$ cat config.mk
export PLATFORM = sky130hd
export DESIGN_NAME = universal_ff_bank
export DESIGN_NICKNAME = d
export VERILOG_FILES = /design/src/rtl/universal_ff_bank.sv
export SDC_FILE = /design/constraint.sdc
export NUM_CORES = 1
export LEC_CHECK = 0
export BUFFER_PORTS_ARGS = -buffer_cell sky130_fd_sc_hd__buf_2
export CAP_MARGIN = 10
export CORE_MARGIN = 2
export CORE_UTILIZATION = 35
export CTS_CLUSTER_DIAMETER = 100
export DETAILED_ROUTE_END_ITERATION = 8
export RECOVER_POWER = 100
export SYNTH_ARGS = -nofsm -noshare
export SYNTH_HDL_FRONTEND = slang
export SYNTH_SLANG_ARGS = --single-unit
$ cat constraint.sdc
create_clock -name clk -period 3.1 [get_ports clk]
set_input_delay 0.155 -clock clk [delete_from_list [all_inputs] [get_ports clk]]
set_output_delay 0.155 -clock clk [all_outputs]
set_load 0.01 [all_outputs]
$ cat src/rtl/universal_ff_bank.sv
// universal_ff_bank -- a bank of WIDTH flip-flops that behave as SR, JK, D or
// T flip-flops, selected per cycle by 'mode'. It also tracks SR S=R=1 misuse.
//
// Parameters
//   WIDTH        number of flip-flop bits (1..32)
//   SR11_POLICY  SR-mode S=R=1 result: 0 hold, 1 set-dominant, 2 reset-dominant
//   PRESET_VAL   value loaded into q by 'preset'
//
// Ports
//   clk          rising-edge clock for all state
//   clr          synchronous active-high reset (highest priority)
//   preset       synchronous load of PRESET_VAL (second priority)
//   en           update enable for the mode operation; 0 holds every bit
//   mode         00 SR, 01 JK, 10 D, 11 T
//   a            S / J / D / T input, one bit per flip-flop
//   b            R / K input, one bit per flip-flop (ignored in D and T)
//   q, qbar      registered state and its registered complement
//   chg          high for one cycle after any q bit changed
//   illegal      sticky flag, set by an SR-mode S=R=1 cycle, cleared by clr
//   illegal_cnt  saturating count of SR-mode S=R=1 cycles, cleared by clr

`timescale 1ns/1ps

module universal_ff_bank #(
  parameter int              WIDTH       = 8,
  parameter int              SR11_POLICY = 0,
  parameter logic [WIDTH-1:0] PRESET_VAL = {WIDTH{1'b1}}
) (
  input  logic             clk,
  input  logic             clr,
  input  logic             preset,
  input  logic             en,
  input  logic [1:0]       mode,
  input  logic [WIDTH-1:0] a,
  input  logic [WIDTH-1:0] b,
  output logic [WIDTH-1:0] q,
  output logic [WIDTH-1:0] qbar,
  output logic             chg,
  output logic             illegal,
  output logic [7:0]       illegal_cnt
);

  typedef enum logic [1:0] {
    MODE_SR = 2'b00,
    MODE_JK = 2'b01,
    MODE_D  = 2'b10,
    MODE_T  = 2'b11
  } mode_e;

  logic [WIDTH-1:0] sr_set;    // S=1, R=0
  logic [WIDTH-1:0] sr_rst;    // S=0, R=1
  logic [WIDTH-1:0] sr_both;   // S=1, R=1
  logic [WIDTH-1:0] sr_next;
  logic [WIDTH-1:0] jk_next;
  logic [WIDTH-1:0] next_q;
  logic             sr11_event;

  assign sr_set  = a & ~b;
  assign sr_rst  = ~a & b;
  assign sr_both = a & b;

  // S=R=1 bits resolve to a defined value under every policy, so q never
  // picks up an X from an ambiguous SR pattern.
  always_comb begin
    // NOTE: every always_comb output gets a default first so no path leaves it
    // unassigned, which would infer a latch.
    sr_next = (q | sr_set) & ~sr_rst;
    if (SR11_POLICY == 1) begin
      sr_next = sr_next | sr_both;
    end else if (SR11_POLICY == 2) begin
      sr_next = sr_next & ~sr_both;
    end
  end

  // JK: 00 hold, 10 set, 01 clear, 11 toggle.
  assign jk_next = (a & ~q) | (~b & q);

  // Whole-bank next state with the full priority chain folded in, so chg can be
  // a plain compare of next_q against q (clr and preset included).
  always_comb begin
    next_q = q;
    if (clr) begin
      next_q = '0;
    end else if (preset) begin
      next_q = PRESET_VAL;
    end else if (en) begin
      unique case (mode_e'(mode))
        MODE_SR: next_q = sr_next;
        MODE_JK: next_q = jk_next;
        MODE_D:  next_q = a;
        MODE_T:  next_q = q ^ a;
      endcase
    end
  end

  // One event per cycle, however many bits have S=R=1.
  assign sr11_event = !clr && !preset && en && (mode_e'(mode) == MODE_SR) && (|sr_both);

  always_ff @(posedge clk) begin
    // NOTE: sequential state uses non-blocking assignments so every register
    // samples the pre-edge values regardless of statement order.
    q    <= next_q;
    qbar <= ~next_q;
    chg  <= (next_q != q);
    if (clr) begin
      illegal     <= 1'b0;
      illegal_cnt <= 8'd0;
    end else if (sr11_event) begin
      illegal <= 1'b1;
      if (illegal_cnt != 8'hFF) begin
        illegal_cnt <= illegal_cnt + 8'd1;
      end
    end
  end

endmodule

Word-level counts from Yosys, hierarchy flattened

Index checks and enable logic that the tools add are counted.
Widths: inputs -> output; s select.

Input port bits: 22
Output and inout port bits: 26
Register bits after elaboration: 26
Logic and storage cells: 38

Bitwise logic cells: 14
Equal/unequal tests: 5
Multiplexer cells: 4
Reduce and logical (&&, ||, !) cells: 9
Add/sub/neg operators: 1

Operator list:

| operator            | count |
|---|---|
| $and 8x8->8         | 6 |
| $not 8->8           | 5 |
| $pmux 8 s4          | 1 |
| $mux 8              | 3 |
| $or 8x8->8          | 2 |
| $add 8x1->8 const B | 1 |
| $ne 8x8->1          | 1 |
| $ne 8x8->1 const B  | 1 |
| $reduce_or 8->1     | 1 |
| $xor 8x8->8         | 1 |
| $eq 2x2->1 const B  | 2 |
| $logic_and 1x1->1   | 4 |
| $eq 2x1->1 const B  | 1 |
| $logic_not 1->1     | 2 |
| $logic_not 2->1     | 1 |
| $reduce_and 2->1    | 1 |

Logic depth before layout (Yosys ltp)

Depth after elaboration: 9
Mapped depth: 9
Mapped depth without buffers: 7

Worst setup path after synthesis

No wires, ideal clock.

Path type: reg-to-reg
Start: reg q[2]
End: reg chg
Stages on the path, launching flop included: 7
Data arrival time: 1760 ps
Data required time: 2986 ps
Path slack: 1226 ps
Setup time: 114 ps
Period minus slack after synthesis: 1874 ps
Path buffers: 0
Cells stage by stage: dfxtp_1 > or4_1 > o41ai_2 > o221ai_1 > nor4_1 > nand4_1 > a21o_1

Longest elaborated chain between the ends: 8

RTL lines:

| what                   | RTL line | text |
|---|---|---|
| start, declared        | 36       | `output logic [WIDTH-1:0] q,` |
| start signal, assigned | 102      | `q <= next_q;` |
| $not 8->8              | 76       | `assign jk_next = (a & ~q) \| (~b & q);` |
| $and 8x8->8            | 76       |  |
| $or 8x8->8             | 76       |  |
| $pmux 8 s4             | 87       | `unique case (mode_e'(mode))` |
| $mux 8                 | 86       | `end else if (en) begin` |
| $mux 8                 | 84       | `end else if (preset) begin` |
| $mux 8                 | 82       | `if (clr) begin` |
| $ne 8x8->1 *           | 104      | `chg <= (next_q != q);` |
| end signal, assigned   | 104      |  |
| end, declared          | 38       | `output logic chg,` |

Every way passes the cells marked *; elsewhere a longest branch is shown, timed or not.
A chain may end at the register's enable or synchronous reset.

Worst setup path after layout

Start: in en
End: reg illegal_cnt[6]

Longest elaborated chain between the ends: 4

RTL lines:

| what                            | RTL line | text |
|---|---|---|
| start, declared                 | 32       | `input logic en,` |
| $logic_and 1x1->1 (3 in series) | 97       | `assign sr11_event = !clr && !preset && en && (mode_e'(mode) == MODE_SR) && (\|sr_both);` |
| $reduce_and 2->1 (no line)      | --       |  |
| end signal, assigned            | 111      | `illegal_cnt <= illegal_cnt + 8'd1;` |
| end, declared                   | 40       | `output logic [7:0] illegal_cnt` |

No other way between the ends.

==> flow_summary.json <==
{
  "synthMuxAreaShare": 0.03014,
  "fmaxAchievable_mhz": 430.2,
  "worstPathMaxFanout": 29,
  "ys_ff_latch": 26,
  "drtPass1Iterations": 4,
  "vias_per_cell": 5.602,
  "portBuffers": 47,
  "p_sw_frac": 0.2862,
  "place_congestion": 0.8903,
  "place_hpwl_um": 3229,
  "fin_crit_ns": 2.325,
  "mostFrequentLayoutCells": "nand2_1 (28), clkbuf_1 (27), dfxtp_1 (26), buf_2 (20), nor2_1 (15)",
  "path_clk_slew_ns": 0.10,
  "clock_latency_ns": 0.27,
  "yosysWarnings": 0,
  "vdd_drop_max_uv": 218.0,
  "wl_per_cell_um": 14.41,
  "io_pins": 48,
  "grt_use_total": 0.1772,
  "synth-adder-area-share": 0.007536,
  "synth_simple_gate_area_frac": 0.2788,
  "slew_violations": 0,
  "cts.sinks": 26,
  "fin_nets": 284,
  "core_mm2": 0.004661,
  "synth-xor-area-share": 0.04748,
  "ys_seq_area_frac": 0.3135,
  "cts_max_level": 1,
  "crit-reg2reg-launch": "q[2]",
  "reg2reg_to": "chg",
  "drive_gt1_frac": 0.1000,
  "drc": 0,
  "cp-startpoint": "en",
  "worst_ep_arrival_time_ns": 2.48,
  "grt_pass1_vias": 1569,
  "cts_made_buffers": 3,
  "grt-ovfl-total": 0,
  "fin_skew_ns": 0.007754,
  "finalCritPeriodShare": 0.7499,
  "vias": 1759,
  "netlist_area_mm2": 0.001660,
  "combinationalPowerShare": 0.206,
  "initialDrtViolationCount": 176,
  "die_area_mm2": 0.005311,
  "cellLeakagePower_nw": 0.7652,
  "cap_violations": 0,
  "intPower_mw": 0.5944,
  "path_class": "in2reg",
  "worstHoldPathType": "in2reg",
  "slew_headroom": 0.2422,
  "post_cts_resized": 0,
  "grt_first_pass_wirelength_um": 7548,
  "synth_area_per_cell_um2": 7.547,
  "pwr-share-seq": 0.452,
  "cts_root_buf": "clkbuf_8",
  "antenna_found_initial": 0,
  "cts_setup_buffers": 0,
  "synth-edff-count": 0,
  "ys_types": 51,
  "fp-row-count": 25,
  "diodes": 0,
  "syn_nets": 243,
  "hold_violations": 0,
  "end_kind": "flip-flop",
  "grt_max_degree": 31,
  "start_util": 0.3562,
  "ff2ff_setup_slack_ns": 0.99,
  "start_kind": "primary input",
  "ys.flop_type": "dfxtp_1",
  "ant_nets": 0,
  "setup_violations": 0,
  "layout_commonest_cell": "nand2_1",
  "utilization": 0.4166,
  "worstRegToRegCells": 6,
  "die_y_um": 72.88,
  "fin_tns_setup_ns": 0,
  "synth_top_family_by_area": "simple AND/OR/NAND/NOR gates",
  "status": "completed",
  "required_ns": 3.26,
  "postCtsHoldBufs": 0,
  "syn_inst": 220,
  "routed_wl_um": 4526,
  "cts_tree": "yes",
  "synth-compound-area-share": 0.2562,
  "tightest_slew_ns": 1.137,
  "p_per_area_mw_per_mm2": 428.8,
  "syn_to_final_growth_pct": 16.96,
  "switchingPower_mw": 0.2383,
  "p_total_mw": 0.8327,
  "async_flop_share": 0,
  "clock_path_buffers": 2,
  "die_w_um": 72.88,
  "p_clk_frac": 0.341,
  "crit_end": "illegal_cnt[6]",
  "rsz0062_at_grt": "false"
}
==> sequential cells by signal, summed over array words and instances, names as in the netlist <==
signal       flops
q                8
illegal_cnt      8
qbar             8
chg              1
illegal          1
==> worst max-delay path, stage by stage <==
cell and delay (ns):
clkbuf_1 0.81, nor2b_1 0.46, and3_1 0.24, o211ai_1 0.27, nor4_1 0.33, xnor2_1 0.16, nor2_1 0.05
==> how the worst min path moves through the flow <==
stage,startpoint,slack (ns),cells after the start,endpoint
after global placement,illegal,0.49,1,illegal
after detailed placement,a[7],0.50,3,q[7]
after floorplan,a[7],0.33,2,q[7]
after global routing,a[7],0.24,3,q[7]
after CTS,a[7],0.20,3,q[7]
final,a[7],0.21,3,q[7]
==> final cells by class <==
type / count / area, um2
Sequential cell: 26 / 520.5
Fill cell: 499 / 2719
Inverter: 17 / 63.81
Clock buffer: 3 / 41.29
Timing Repair Buffer: 47 / 201.4
Multi-Input combinational cell: 166 / 1017
Clock inverter: 1 / 30.03
Tap cell: 54 / 67.56
==> metrics by stage <==
step / setup slack [ns] / hold WS [ns] / instance area (um2) / std cells
after floorplan: 1.226 / 0.3295 / 1660 / 220
after global placement: 1.030 / 0.4939 / 1917 / 310
after detailed placement: 1.071 / 0.5018 / 1917 / 310
after CTS: 1.047 / 0.1992 / 1988 / 314
after global routing: 0.5730 / 0.2393 / 1942 / 314
final: 0.7753 / 0.2080 / 1942 / 314
==> Yosys cell counts, types with 6 or more instances <==
| library cell | n | share of area |
|---|---|---|
| nand3_1 | 7 | 0.021 |
| xnor2_1 | 6 | 0.032 |
| nor3_1 | 8 | 0.024 |
| clkbuf_1 | 6 | 0.014 |
| a21oi_1 | 11 | 0.033 |
| inv_1 | 14 | 0.032 |
| nand2b_1 | 8 | 0.030 |
| dfxtp_1 | 26 | 0.31 |
| o21ai_0 | 9 | 0.027 |
| nand2_1 | 28 | 0.063 |
| nor2_1 | 15 | 0.034 |
==> kinds of logic (layout without fill, tap and decap cells) <==
family,count (synthesis),after routing
AND/OR/NAND/NOR,90,90
AO/OA/AOI/OAI,61,61
buffers and inverters,28,68
flip-flops,26,26
XOR/XNOR,9,9
multiplexers,5,5
adder cells (fa/ha/maj),1,1
==> power groups by stage <==
| stage | clock, mW | combinational, mW | sequential (mW) |
|---|---|---|---|
| 4_1_cts | 0.296 | 0.177 | 0.377 |
| 5_1_grt | 0.313 | 0.192 | 0.380 |
| 3_5_place_dp | 0 | 0.177 | 0.384 |
| 3_3_place_gp | 0 | 0.177 | 0.384 |
| 6_report | 0.284 | 0.172 | 0.377 |
| 2_1_floorplan | 0 | 0.104 | 0.389 |
==> metal layers <==
metal / GRT usage / part of all wire
met5: 0 / 0
met1: 0.2494 / 0.47
met3: 0.03177 / 0.055
met4: 0.03086 / 0.0046
met2: 0.2869 / 0.47
Note: power is estimated with default switching activity, not from simulation.
